## config.mk

```make
export PLATFORM = sky130hd
export DESIGN_NAME = dadda_mac_accumulator_flat
export DESIGN_NICKNAME = d
export VERILOG_FILES = /design/src/rtl/dadda_mac_accumulator_pkg.sv /design/src/rtl/dadda_mac_accumulator_if.sv /design/src/rtl/dadda_mac_accumulator_acc_add.sv /design/src/rtl/dadda_mac_accumulator.sv /design/src/flat_wrapper.sv
export SDC_FILE = /design/constraint.sdc
export NUM_CORES = 1
export LEC_CHECK = 0
export BUFFER_PORTS_ARGS = -buffer_cell sky130_fd_sc_hd__buf_2
export CAP_MARGIN = 0
export CORE_UTILIZATION = 50
export CTS_CLUSTER_DIAMETER = 50
export DETAILED_ROUTE_END_ITERATION = 16
export GPL_ROUTABILITY_DRIVEN = 0
export PLACE_DENSITY_LB_ADDON = 0.08
export SYNTH_ARGS = -nofsm -noshare
export SYNTH_HDL_FRONTEND = slang
export SYNTH_SLANG_ARGS = --single-unit
```

## constraint.sdc

```tcl
create_clock -name clk -period 3.05 [get_ports clk]
set_clock_uncertainty 0.05 [all_clocks]
set_input_delay 0.915 -clock clk [delete_from_list [all_inputs] [get_ports clk]]
set_output_delay 0.915 -clock clk [all_outputs]
set_load 0.02 [all_outputs]
```

## src/rtl/dadda_mac_accumulator_pkg.sv

```systemverilog
// ---------------------------------------------------------------------------
// dadda_pkg
// Shared types and constants for the Dadda multiply-accumulate front end.
//   acc_state_t     : controller states (IDLE, ACCUM, DRAIN, HOLD)
//   RST_STATE       : state entered on reset
//   RST_PVLD        : product-valid flag value on reset
//   acc_width_ok()  : accumulator is wide enough for one full product
//   prod_fits()     : product input fits inside the adder width
// ---------------------------------------------------------------------------
package dadda_pkg;

  typedef enum logic [1:0] {
    IDLE  = 2'd0,
    ACCUM = 2'd1,
    DRAIN = 2'd2,
    HOLD  = 2'd3
  } acc_state_t;

  localparam acc_state_t RST_STATE = IDLE;
  localparam logic       RST_PVLD  = 1'b0;

  // A single WIDTH x WIDTH product is 2*WIDTH bits wide.
  function automatic bit acc_width_ok(input int width, input int accWidth);
    return accWidth >= 2 * width;
  endfunction

  function automatic bit prod_fits(input int prodWidth, input int accWidth);
    return accWidth >= prodWidth;
  endfunction

endpackage

```

## src/rtl/dadda_mac_accumulator_if.sv

```systemverilog
// ---------------------------------------------------------------------------
// dadda_mac_accumulator_if
// Bundles the operand stream, the multiplier connection and the result
// stream of the MAC front end.
//   in_valid/in_ready/in_a/in_b/in_last : operand beats (producer -> block)
//   mul_in1/mul_in2                     : registered operands (block -> mult)
//   mul_prod                            : combinational product (mult -> block)
//   out_valid/out_ready/out_acc/
//   out_count/out_ovf                   : accumulated result (block -> consumer)
// Modports: slave = the accumulator block, master = its environment.
// ---------------------------------------------------------------------------
interface dadda_mac_accumulator_if #(
  parameter int WIDTH     = 4,
  parameter int ACC_WIDTH = 16,
  parameter int CNT_WIDTH = 8
);
  logic                   in_valid;
  logic                   in_ready;
  logic [WIDTH-1:0]       in_a;
  logic [WIDTH-1:0]       in_b;
  logic                   in_last;
  logic [WIDTH-1:0]       mul_in1;
  logic [WIDTH-1:0]       mul_in2;
  logic [2*WIDTH-1:0]     mul_prod;
  logic                   out_valid;
  logic                   out_ready;
  logic [ACC_WIDTH-1:0]   out_acc;
  logic [CNT_WIDTH-1:0]   out_count;
  logic                   out_ovf;

  modport slave (
    input  in_valid, in_a, in_b, in_last, mul_prod, out_ready,
    output in_ready, mul_in1, mul_in2, out_valid, out_acc, out_count, out_ovf
  );

  modport master (
    output in_valid, in_a, in_b, in_last, mul_prod, out_ready,
    input  in_ready, mul_in1, mul_in2, out_valid, out_acc, out_count, out_ovf
  );
endinterface

```

## src/rtl/dadda_mac_accumulator_acc_add.sv

```systemverilog
// ---------------------------------------------------------------------------
// dadda_acc_add
// Adds a zero-extended product to the running accumulator.
//   i_acc  : current accumulator value
//   i_prod : product from the multiplier
//   o_sum  : next accumulator value
//   o_ovf  : carry-out of the ACC_WIDTH-bit add
// Build option DADDA_ACC_SAT_EN: when defined, a carry-out clamps the sum to
// all-ones; otherwise the sum wraps modulo 2^ACC_WIDTH.
// ---------------------------------------------------------------------------
module dadda_acc_add
  import dadda_pkg::*;
#(
  parameter int ACC_WIDTH  = 16,
  parameter int PROD_WIDTH = 8
) (
  input  logic [ACC_WIDTH-1:0]  i_acc,
  input  logic [PROD_WIDTH-1:0] i_prod,
  output logic [ACC_WIDTH-1:0]  o_sum,
  output logic                  o_ovf
);

  if (!prod_fits(PROD_WIDTH, ACC_WIDTH)) begin : g_width_check
    $error("dadda_acc_add: ACC_WIDTH must be at least PROD_WIDTH");
  end

  // One extra bit holds the carry-out that flags overflow.
  logic [ACC_WIDTH:0] w_full;

  assign w_full = {1'b0, i_acc} + {{(ACC_WIDTH + 1 - PROD_WIDTH){1'b0}}, i_prod};
  assign o_ovf  = w_full[ACC_WIDTH];

`ifdef DADDA_ACC_SAT_EN
  // Once saturated, any further non-zero product carries out again, so the
  // accumulator stays pinned at all-ones.
  assign o_sum = w_full[ACC_WIDTH] ? {ACC_WIDTH{1'b1}} : w_full[ACC_WIDTH-1:0];
`else
  assign o_sum = w_full[ACC_WIDTH-1:0];
`endif

endmodule

```

## src/rtl/dadda_mac_accumulator.sv

```systemverilog
// ---------------------------------------------------------------------------
// dadda_mac_accumulator
// Multiply-accumulate front end around an external Dadda multiplier. Operand
// beats are registered onto mul_in1/mul_in2, the returned product is added one
// cycle later, and the sum of a transaction (framed by in_last) is presented
// on the result side until the consumer takes it.
//   clk     : rising-edge clock
//   rst_n   : asynchronous active-low reset
//   acc_clr : synchronous abort, overrides everything else
//   bus     : dadda_mac_accumulator_if.slave (operands, multiplier, result)
// Build option DADDA_ACC_SAT_EN selects saturating instead of wrapping sums.
// ---------------------------------------------------------------------------
module dadda_mac_accumulator
  import dadda_pkg::*;
#(
  parameter int WIDTH     = 4,
  parameter int ACC_WIDTH = 16,
  parameter int CNT_WIDTH = 8
) (
  input  logic                    clk,
  input  logic                    rst_n,
  input  logic                    acc_clr,
  dadda_mac_accumulator_if.slave  bus
);

  if (!acc_width_ok(WIDTH, ACC_WIDTH)) begin : g_width_check
    $error("dadda_mac_accumulator: ACC_WIDTH must be at least 2*WIDTH");
  end

  acc_state_t             r_state;
  acc_state_t             w_nextState;
  logic [WIDTH-1:0]       r_opA;
  logic [WIDTH-1:0]       r_opB;
  logic                   r_pvld;
  logic [ACC_WIDTH-1:0]   r_acc;
  logic [CNT_WIDTH-1:0]   r_cnt;
  logic                   r_ovf;
  logic                   w_inReady;
  logic                   w_outValid;
  logic                   w_accept;
  logic                   w_handoff;
  logic [ACC_WIDTH-1:0]   w_sum;
  logic                   w_addOvf;

  // Next state and handshake outputs. DRAIN waits for the final product to be
  // folded in (product-valid high) before presenting the result in HOLD.
  // An abort forces IDLE from any state.
  always_comb begin
    w_nextState = r_state;
    w_inReady   = 1'b0;
    w_outValid  = 1'b0;
    case (r_state)
      IDLE: begin
        w_inReady = 1'b1;
        if (bus.in_valid) w_nextState = bus.in_last ? DRAIN : ACCUM;
      end
      ACCUM: begin
        w_inReady = 1'b1;
        if (bus.in_valid && bus.in_last) w_nextState = DRAIN;
      end
      DRAIN: begin
        if (r_pvld) w_nextState = HOLD;
      end
      HOLD: begin
        w_outValid = 1'b1;
        if (bus.out_ready) w_nextState = IDLE;
      end
      default: w_nextState = IDLE;
    endcase
    if (acc_clr) w_nextState = IDLE;
  end

  assign w_accept  = bus.in_valid && w_inReady && !acc_clr;
  assign w_handoff = w_outValid && bus.out_ready && !acc_clr;

  // State register.
  always_ff @(posedge clk or negedge rst_n) begin
    if (!rst_n) r_state <= RST_STATE;
    else        r_state <= w_nextState;
  end

  dadda_acc_add #(
    .ACC_WIDTH  (ACC_WIDTH),
    .PROD_WIDTH (2 * WIDTH)
  ) u_acc_add (
    .i_acc  (r_acc),
    .i_prod (bus.mul_prod),
    .o_sum  (w_sum),
    .o_ovf  (w_addOvf)
  );

  // Datapath. Operands are captured on every accepted beat and survive a
  // handoff so the multiplier input does not glitch between transactions.
  // Product-valid is re-armed by each accepted beat, giving one add per beat
  // one cycle after acceptance. The beat count saturates at all-ones.
  always_ff @(posedge clk or negedge rst_n) begin
    if (!rst_n) begin
      r_opA  <= '0;
      r_opB  <= '0;
      r_pvld <= RST_PVLD;
      r_acc  <= '0;
      r_cnt  <= '0;
      r_ovf  <= 1'b0;
    end else begin
      if (w_accept) begin
        r_opA <= bus.in_a;
        r_opB <= bus.in_b;
      end
      if (acc_clr) begin
        r_pvld <= 1'b0;
        r_acc  <= '0;
        r_cnt  <= '0;
        r_ovf  <= 1'b0;
      end else begin
        r_pvld <= w_accept;
        if (w_handoff) begin
          r_acc <= '0;
          r_cnt <= '0;
          r_ovf <= 1'b0;
        end else begin
          if (r_pvld) begin
            r_acc <= w_sum;
            if (w_addOvf) r_ovf <= 1'b1;
          end
          if (w_accept && (r_cnt != {CNT_WIDTH{1'b1}})) r_cnt <= r_cnt + CNT_WIDTH'(1);
        end
      end
    end
  end

  assign bus.in_ready  = w_inReady;
  assign bus.out_valid = w_outValid;
  assign bus.mul_in1   = r_opA;
  assign bus.mul_in2   = r_opB;
  assign bus.out_acc   = r_acc;
  assign bus.out_count = r_cnt;
  assign bus.out_ovf   = r_ovf;

endmodule

```

## src/flat_wrapper.sv

```systemverilog
// flat-port wrapper written by rule: the top's interface ports become plain ports
module dadda_mac_accumulator_flat import dadda_pkg::*;
#(
  parameter int WIDTH     = 4,
  parameter int ACC_WIDTH = 16,
  parameter int CNT_WIDTH = 8
)
  (clk, rst_n, acc_clr, bus_in_valid, bus_in_a, bus_in_b, bus_in_last, bus_mul_prod, bus_out_ready, bus_in_ready, bus_mul_in1, bus_mul_in2, bus_out_valid, bus_out_acc, bus_out_count, bus_out_ovf);
  dadda_mac_accumulator_if #(.WIDTH(WIDTH), .ACC_WIDTH(ACC_WIDTH), .CNT_WIDTH(CNT_WIDTH)) bus_i ();
  input  logic clk;
  input  logic rst_n;
  input  logic acc_clr;
  input wire logic [$bits(bus_i.in_valid)-1:0] bus_in_valid;
  input wire logic [$bits(bus_i.in_a)-1:0] bus_in_a;
  input wire logic [$bits(bus_i.in_b)-1:0] bus_in_b;
  input wire logic [$bits(bus_i.in_last)-1:0] bus_in_last;
  input wire logic [$bits(bus_i.mul_prod)-1:0] bus_mul_prod;
  input wire logic [$bits(bus_i.out_ready)-1:0] bus_out_ready;
  output wire logic [$bits(bus_i.in_ready)-1:0] bus_in_ready;
  output wire logic [$bits(bus_i.mul_in1)-1:0] bus_mul_in1;
  output wire logic [$bits(bus_i.mul_in2)-1:0] bus_mul_in2;
  output wire logic [$bits(bus_i.out_valid)-1:0] bus_out_valid;
  output wire logic [$bits(bus_i.out_acc)-1:0] bus_out_acc;
  output wire logic [$bits(bus_i.out_count)-1:0] bus_out_count;
  output wire logic [$bits(bus_i.out_ovf)-1:0] bus_out_ovf;
  assign bus_i.in_valid = bus_in_valid;
  assign bus_i.in_a = bus_in_a;
  assign bus_i.in_b = bus_in_b;
  assign bus_i.in_last = bus_in_last;
  assign bus_i.mul_prod = bus_mul_prod;
  assign bus_i.out_ready = bus_out_ready;
  assign bus_in_ready = bus_i.in_ready;
  assign bus_mul_in1 = bus_i.mul_in1;
  assign bus_mul_in2 = bus_i.mul_in2;
  assign bus_out_valid = bus_i.out_valid;
  assign bus_out_acc = bus_i.out_acc;
  assign bus_out_count = bus_i.out_count;
  assign bus_out_ovf = bus_i.out_ovf;
  dadda_mac_accumulator #(.WIDTH(WIDTH), .ACC_WIDTH(ACC_WIDTH), .CNT_WIDTH(CNT_WIDTH)) u_core (.clk(clk), .rst_n(rst_n), .acc_clr(acc_clr), .bus(bus_i));
endmodule
```

### Yosys cells after proc, flatten, opt, wreduce, memory -nomap -nowiden

Cells that the tools add are included.

| storage, ports and cells | value |
|---|---|
| bits of input ports | 22 |
| logic and storage cells | 51 |
| register bits | 36 |

| cells by class | value |
|---|---|
| equal/unequal tests | 8 |
| reduce and logical (&&, ||, !) cells | 14 |
| add/subtract/negate cells | 2 |
| multiplexer cells | 20 |

Operators with widths:

| operator | number |
|---|---|
| 2-to-1 mux 16 bit | 3 |
| 2-to-1 mux 8 bit | 3 |
| adder 16 x 8 -> 17 bit | 1 |
| 2-to-1 mux 2 bit | 6 |
| nonzero test 3 bit | 3 |
| adder 8 x 1 -> 8 bit, second input constant | 1 |
| inequality test 8 bit, second input constant | 1 |
| one-hot mux 2 bit (4 select lines) | 1 |
| 2-to-1 mux 1 bit | 7 |
| logical AND 1 bit | 6 |
| inequality test 3 x 2 -> 1 bit, second input constant | 2 |
| inequality test 3 bit, second input constant | 2 |
| equality test 2 bit, second input constant | 2 |
| AND reduction 4 bit | 1 |
| equality test 2 x 1 -> 1 bit, second input constant | 1 |
| logical NOT 2 bit | 1 |
| AND reduction 2 bit | 1 |
| OR reduction 2 bit | 1 |
| logical NOT 1 bit | 1 |

### Depth between registers and ports, before layout

| depth | value |
|---|---|
| depth in word-level cells | 9 |
| gate-level depth with buffers | 9 |
| gate-level depth less buffers | 8 |

### By module

Synthesis repeated with hierarchy kept, for this count alone.

| unflattened totals | value |
|---|---|
| cells, all modules | 237 |
| area total of the unflattened synthesis | 2,358.5 sq um |

By module, submodules not included:

| module | instances | area an instance (sq um) | cells each |
|---|---|---|---|
| dadda_mac_accumulator | 1 | 1,764.2 | 153 |
| dadda_acc_add | 1 | 594.3 | 84 |

### Worst setup path before layout

Ideal clock, no wire load.

| timing path | value |
|---|---|
| path type | in2reg |
| start | input bus_mul_prod[0] |
| end | register u_core.r_acc[14] (netlist: u_core.bus.out_acc[14]) |
| arrival time | 2.564 ns |
| cell stages on the path | 8 |
| path slack | 0.354 ns |
| data required time | 2.917 ns |
| buffers on the path | 0 |
| cell sequence | ha_1 inv_1 fa_1 nand2b_1 a21oi_1 o21ai_1 or4_1 o21ai_0 |

| between the ends | value |
|---|---|
| longest elaborated chain between the ends | 4 |

Ends and longest elaborated chain:

| element | line | text |
|---|---|---|
| start: declaration | flat_wrapper.sv:17 | `input wire logic [$bits(bus_i.mul_prod)-1:0] bus_mul_prod;` |
| adder 16 x 8 -> 17 bit | dadda_mac_accumulator_acc_add.sv:30 | `assign w_full = {1'b0, i_acc} + {{(ACC_WIDTH + 1 - PROD_WIDTH){1'b0}}, i_prod};` |
| 2-to-1 mux 16 bit | dadda_mac_accumulator.sv:121 | `if (r_pvld) begin` |
| 2-to-1 mux 16 bit | dadda_mac_accumulator.sv:116 | `if (w_handoff) begin` |
| 2-to-1 mux 16 bit | dadda_mac_accumulator.sv:109 | `if (acc_clr) begin` |
| end signal: assignment | dadda_mac_accumulator.sv:122 | `r_acc <= w_sum;` |
| end: declaration | dadda_mac_accumulator.sv:35 | `logic [ACC_WIDTH-1:0] r_acc;` |

No other way between the ends. The select of a mux whose other input is x is not followed.
A chain may end at the register's enable or synchronous reset.

### Worst setup path in the final report

Ends and elaborated chain as after synthesis.

==> out/qor.csv <==
stage,metric,value,unit
synthesis,synth_cell_type_count,40,
setup_path,rrSetupSlack,820,ps
floorplanning,row_count,22,
drt,postRouteAntennaNets,0,
placement,portBuffers,56,
placement,place_area,2390,sq um
timing,final-setup-viol-count,0,
finish,fillerInstances,334,
synthesis,synth_seq_cells,36,
synthesis,async_reset_ff_frac,1.00,
placement,hpwl,3280,um
floorplanning,fp.dieW,66.2,um
synthesis,ys_warn_count,0,
power,powerDensity,628,nW/um^2
global_routing,track_usage,0.235,
drt,drt-pass1-iter-count,4,
drt,drt-initial-drc-count,111,
global_routing,grt_max_degree,37,
timing,period_minus_slack,2530,ps
floorplanning,coreArea,3800,sq um
run,maxCapViolCount,0,
synthesis,synth_area_leader_cell,dfrtp_1,
clock_network,cts_buffers,5,
synthesis,synth.most_common_cell,nand2_1,
finish,num_antenna_cells,0,
clock_network,clkSinkCount,36,
timing,rsz0062_at_grt,no,
clock_network,post_cts_buffers,0,
min_path,hold_path.class,reg -> reg,
synthesis,synthesis.area,2060,sq um
floorplanning,start_util,0.542,
clock_network,postCtsHoldBufs,0,
floorplanning,fp.dieArea,4380,sq um
clock_network,htree_levels,2,
synthesis,synth_area_leaders,"dfrtp_1 (44%), ha_1 (7.9%), nand2_1 (7.7%), a21oi_1 (4.4%), nor2_1 (4.0%)",
setup_path,end_kind,flip-flop,
drt,drc_errors,0,
run_status,status,finished clean,
clock_network,post_cts_resize_count,0,
setup_path,cp_data_required_time,3220,ps
synthesis,synth_common_cells,"nand2_1 (42), dfrtp_1 (36), nor2_1 (22)",
timing,fin_tns_setup,0,ps
finish,layout-drive-gt1-share,0.246,
global_routing,gr-total-overflow,0,
synthesis,synth_edf_count,0,
floorplanning,die_h,66.2,um
clock_network,tritoncts,yes,
setup_path,cp-start-kind,input pin,
synthesis,synthCells,229,
drt,avgRoutedWirePerCell,13.5,um
setup_path,path_max_fanout,5,
finish,syn2layout_area_growth,20.5,%
finish,regArea,901,sq um
finish,finalInstanceArea,2480,sq um
timing,final_max_slew_viol_count,0,
timing,final_hold_viol_count,0,
drt,num_vias,1838,
global_routing,grt_pass1_vias,1726,
power,vdd_ir_drop_max,442,uV
global_routing,grt_antenna_before_repair,0,
timing,relSlewSlack,0.466,
global_routing,grt_pass1_wl,7600,um
clock_network,cts_root_buffer,clkbuf_8,
clock_network,clock_latency,290,ps
timing,fmax,0.395,GHz
drt,totalWireLength,4540,um
clock_network,clkTransAtPathRegs,80,ps
timing,tightest_slew,802,ps
finish,final_nets,324,
power,p_leak,0.00131,uW
timing,finalCritPeriodShare,0.831,
finish,multiInputGateArea,1080,sq um
synthesis,synthFlopType,dfrtp_1,
setup_path,path_class,in -> reg,
clock_network,clockBufferDepth,2,
drt,vias_per_cell,5.45,
setup_path,cp.arrival,2700,ps
synthesis,syn_area_per_cell,8.99,sq um
synthesis,syn_nets,265,
floorplanning,ioPinCount,57,
synthesis,synth_top_area_frac,0.438,
synthesis,ys_seq_area_frac,0.438,
-- report_power, final --
group / switching, uW / internal (uW)
Clock: 176 / 159
Sequential: 66.7 / 564
Combinational: 370 / 223
Total: 613 / 946
-- flip-flops by register name, indices dropped and copies added, names as in the netlist --
| name | flops |
|---|---|
| u_core.bus.out_acc | 16 |
| u_core.bus.out_count | 8 |
| u_core.bus.mul_in1 | 4 |
| u_core.bus.mul_in2 | 4 |
| u_core.r_state | 2 |
| u_core.bus.out_ovf | 1 |
| u_core.r_pvld | 1 |
-- placed cells by master, fill, tap and decap left out, drive strengths merged --
cell    Yosys  layout
nand3      10      10
o21a        1       1
mux2i       3       3
or4         2       2
o22ai       2       2
a222oi      1       1
a31o        1       1
xnor2       6       6
o211ai      3       3
nand3b      1       1
fa          1       1
nand4       1       1
o211a       2       2
inv        11      11
ha         13      13
nor4        1       1
a31oi       4       4
a21boi      1       1
a21oi      18      18
or3         3       3
clkinv      0       3
xor2        6       6
o41ai       1       1
nor3        2       2
nand2b      2       2
buf         5      60
clkbuf      3       5
a21o        4       4
and4        1       1
a2111o      1       1
and3        2       2
a41o        2       2
o21bai      1       1
dfrtp      36      36
nand2      42      42
o21ai       9       9
a211oi      5       5
nor2       22      22
-- layout make-up --
class | count | share of cell area
tap | 48 | 0.0242
clock buffer | 5 | 0.0277
multi-input combinational | 174 | 0.436
timing repair buffer | 60 | 0.125
sequential | 36 | 0.363
clock inverter | 3 | 0.00756
inverter | 11 | 0.0166
-- kinds of logic after synthesis --
kind of cell / synth area share
AOI/OAI and AO/OA: 0.179
xor gates and xnor gates: 0.0511
DFF: 0.438
muxes: 0.0146
buffers and inverters: 0.0371
adders and majority gates: 0.0888
and+or+nand+nor: 0.191
-- metrics by stage --
stage,cells,hold slack (ps),total power (uW),worst slack [ps],util
after floorplan,229,493,1050,354,-
after global placement,329,405,1230,250,0.630
after detailed placement,329,409,1240,206,0.630
after CTS,337,427,1570,499,0.653
after global routing,337,453,1680,341,0.653
final,337,420,1560,515,0.653
-- per-layer routing --
metal | vias up | GRT usage | share of wire
met5 | - | 0 | 0
met4 | 0 | 0.117 | 0.014
met3 | 5 | 0.0483 | 0.046
met2 | 48 | 0.407 | 0.50
met1 | 860 | 0.274 | 0.44
li1 | 925 | - | -
-- critical path: stages --
cell and delay, ps:
buf_2 80, ha_1 170, inv_1 60, fa_1 380, nand2b_1 180, a21oi_1 190
o21ai_1 160, or4_1 490, o21ai_0 80
-- final timing paths --
path	from	cells after the start	endpoint
setup / recovery	bus_mul_prod[0]	9	u_core.bus.out_acc[14]$_DFFE_PN0P_
hold / removal	u_core.bus.mul_in1[0]$_DFFE_PN0P_	2	u_core.bus.mul_in1[0]$_DFFE_PN0P_
setup reg to reg	u_core.r_state[1]$_DFFE_PN0P_	6	u_core.bus.out_count[7]$_DFFE_PN0P_
hold reg to reg	u_core.bus.mul_in1[0]$_DFFE_PN0P_	2	u_core.bus.mul_in1[0]$_DFFE_PN0P_
max in group asynchronous	rst_n	1	u_core.bus.out_acc[0]$_DFFE_PN0P_
min in group asynchronous	rst_n	1	u_core.bus.out_acc[6]$_DFFE_PN0P_
No activity file was read; power rests on OpenSTA's default activity.
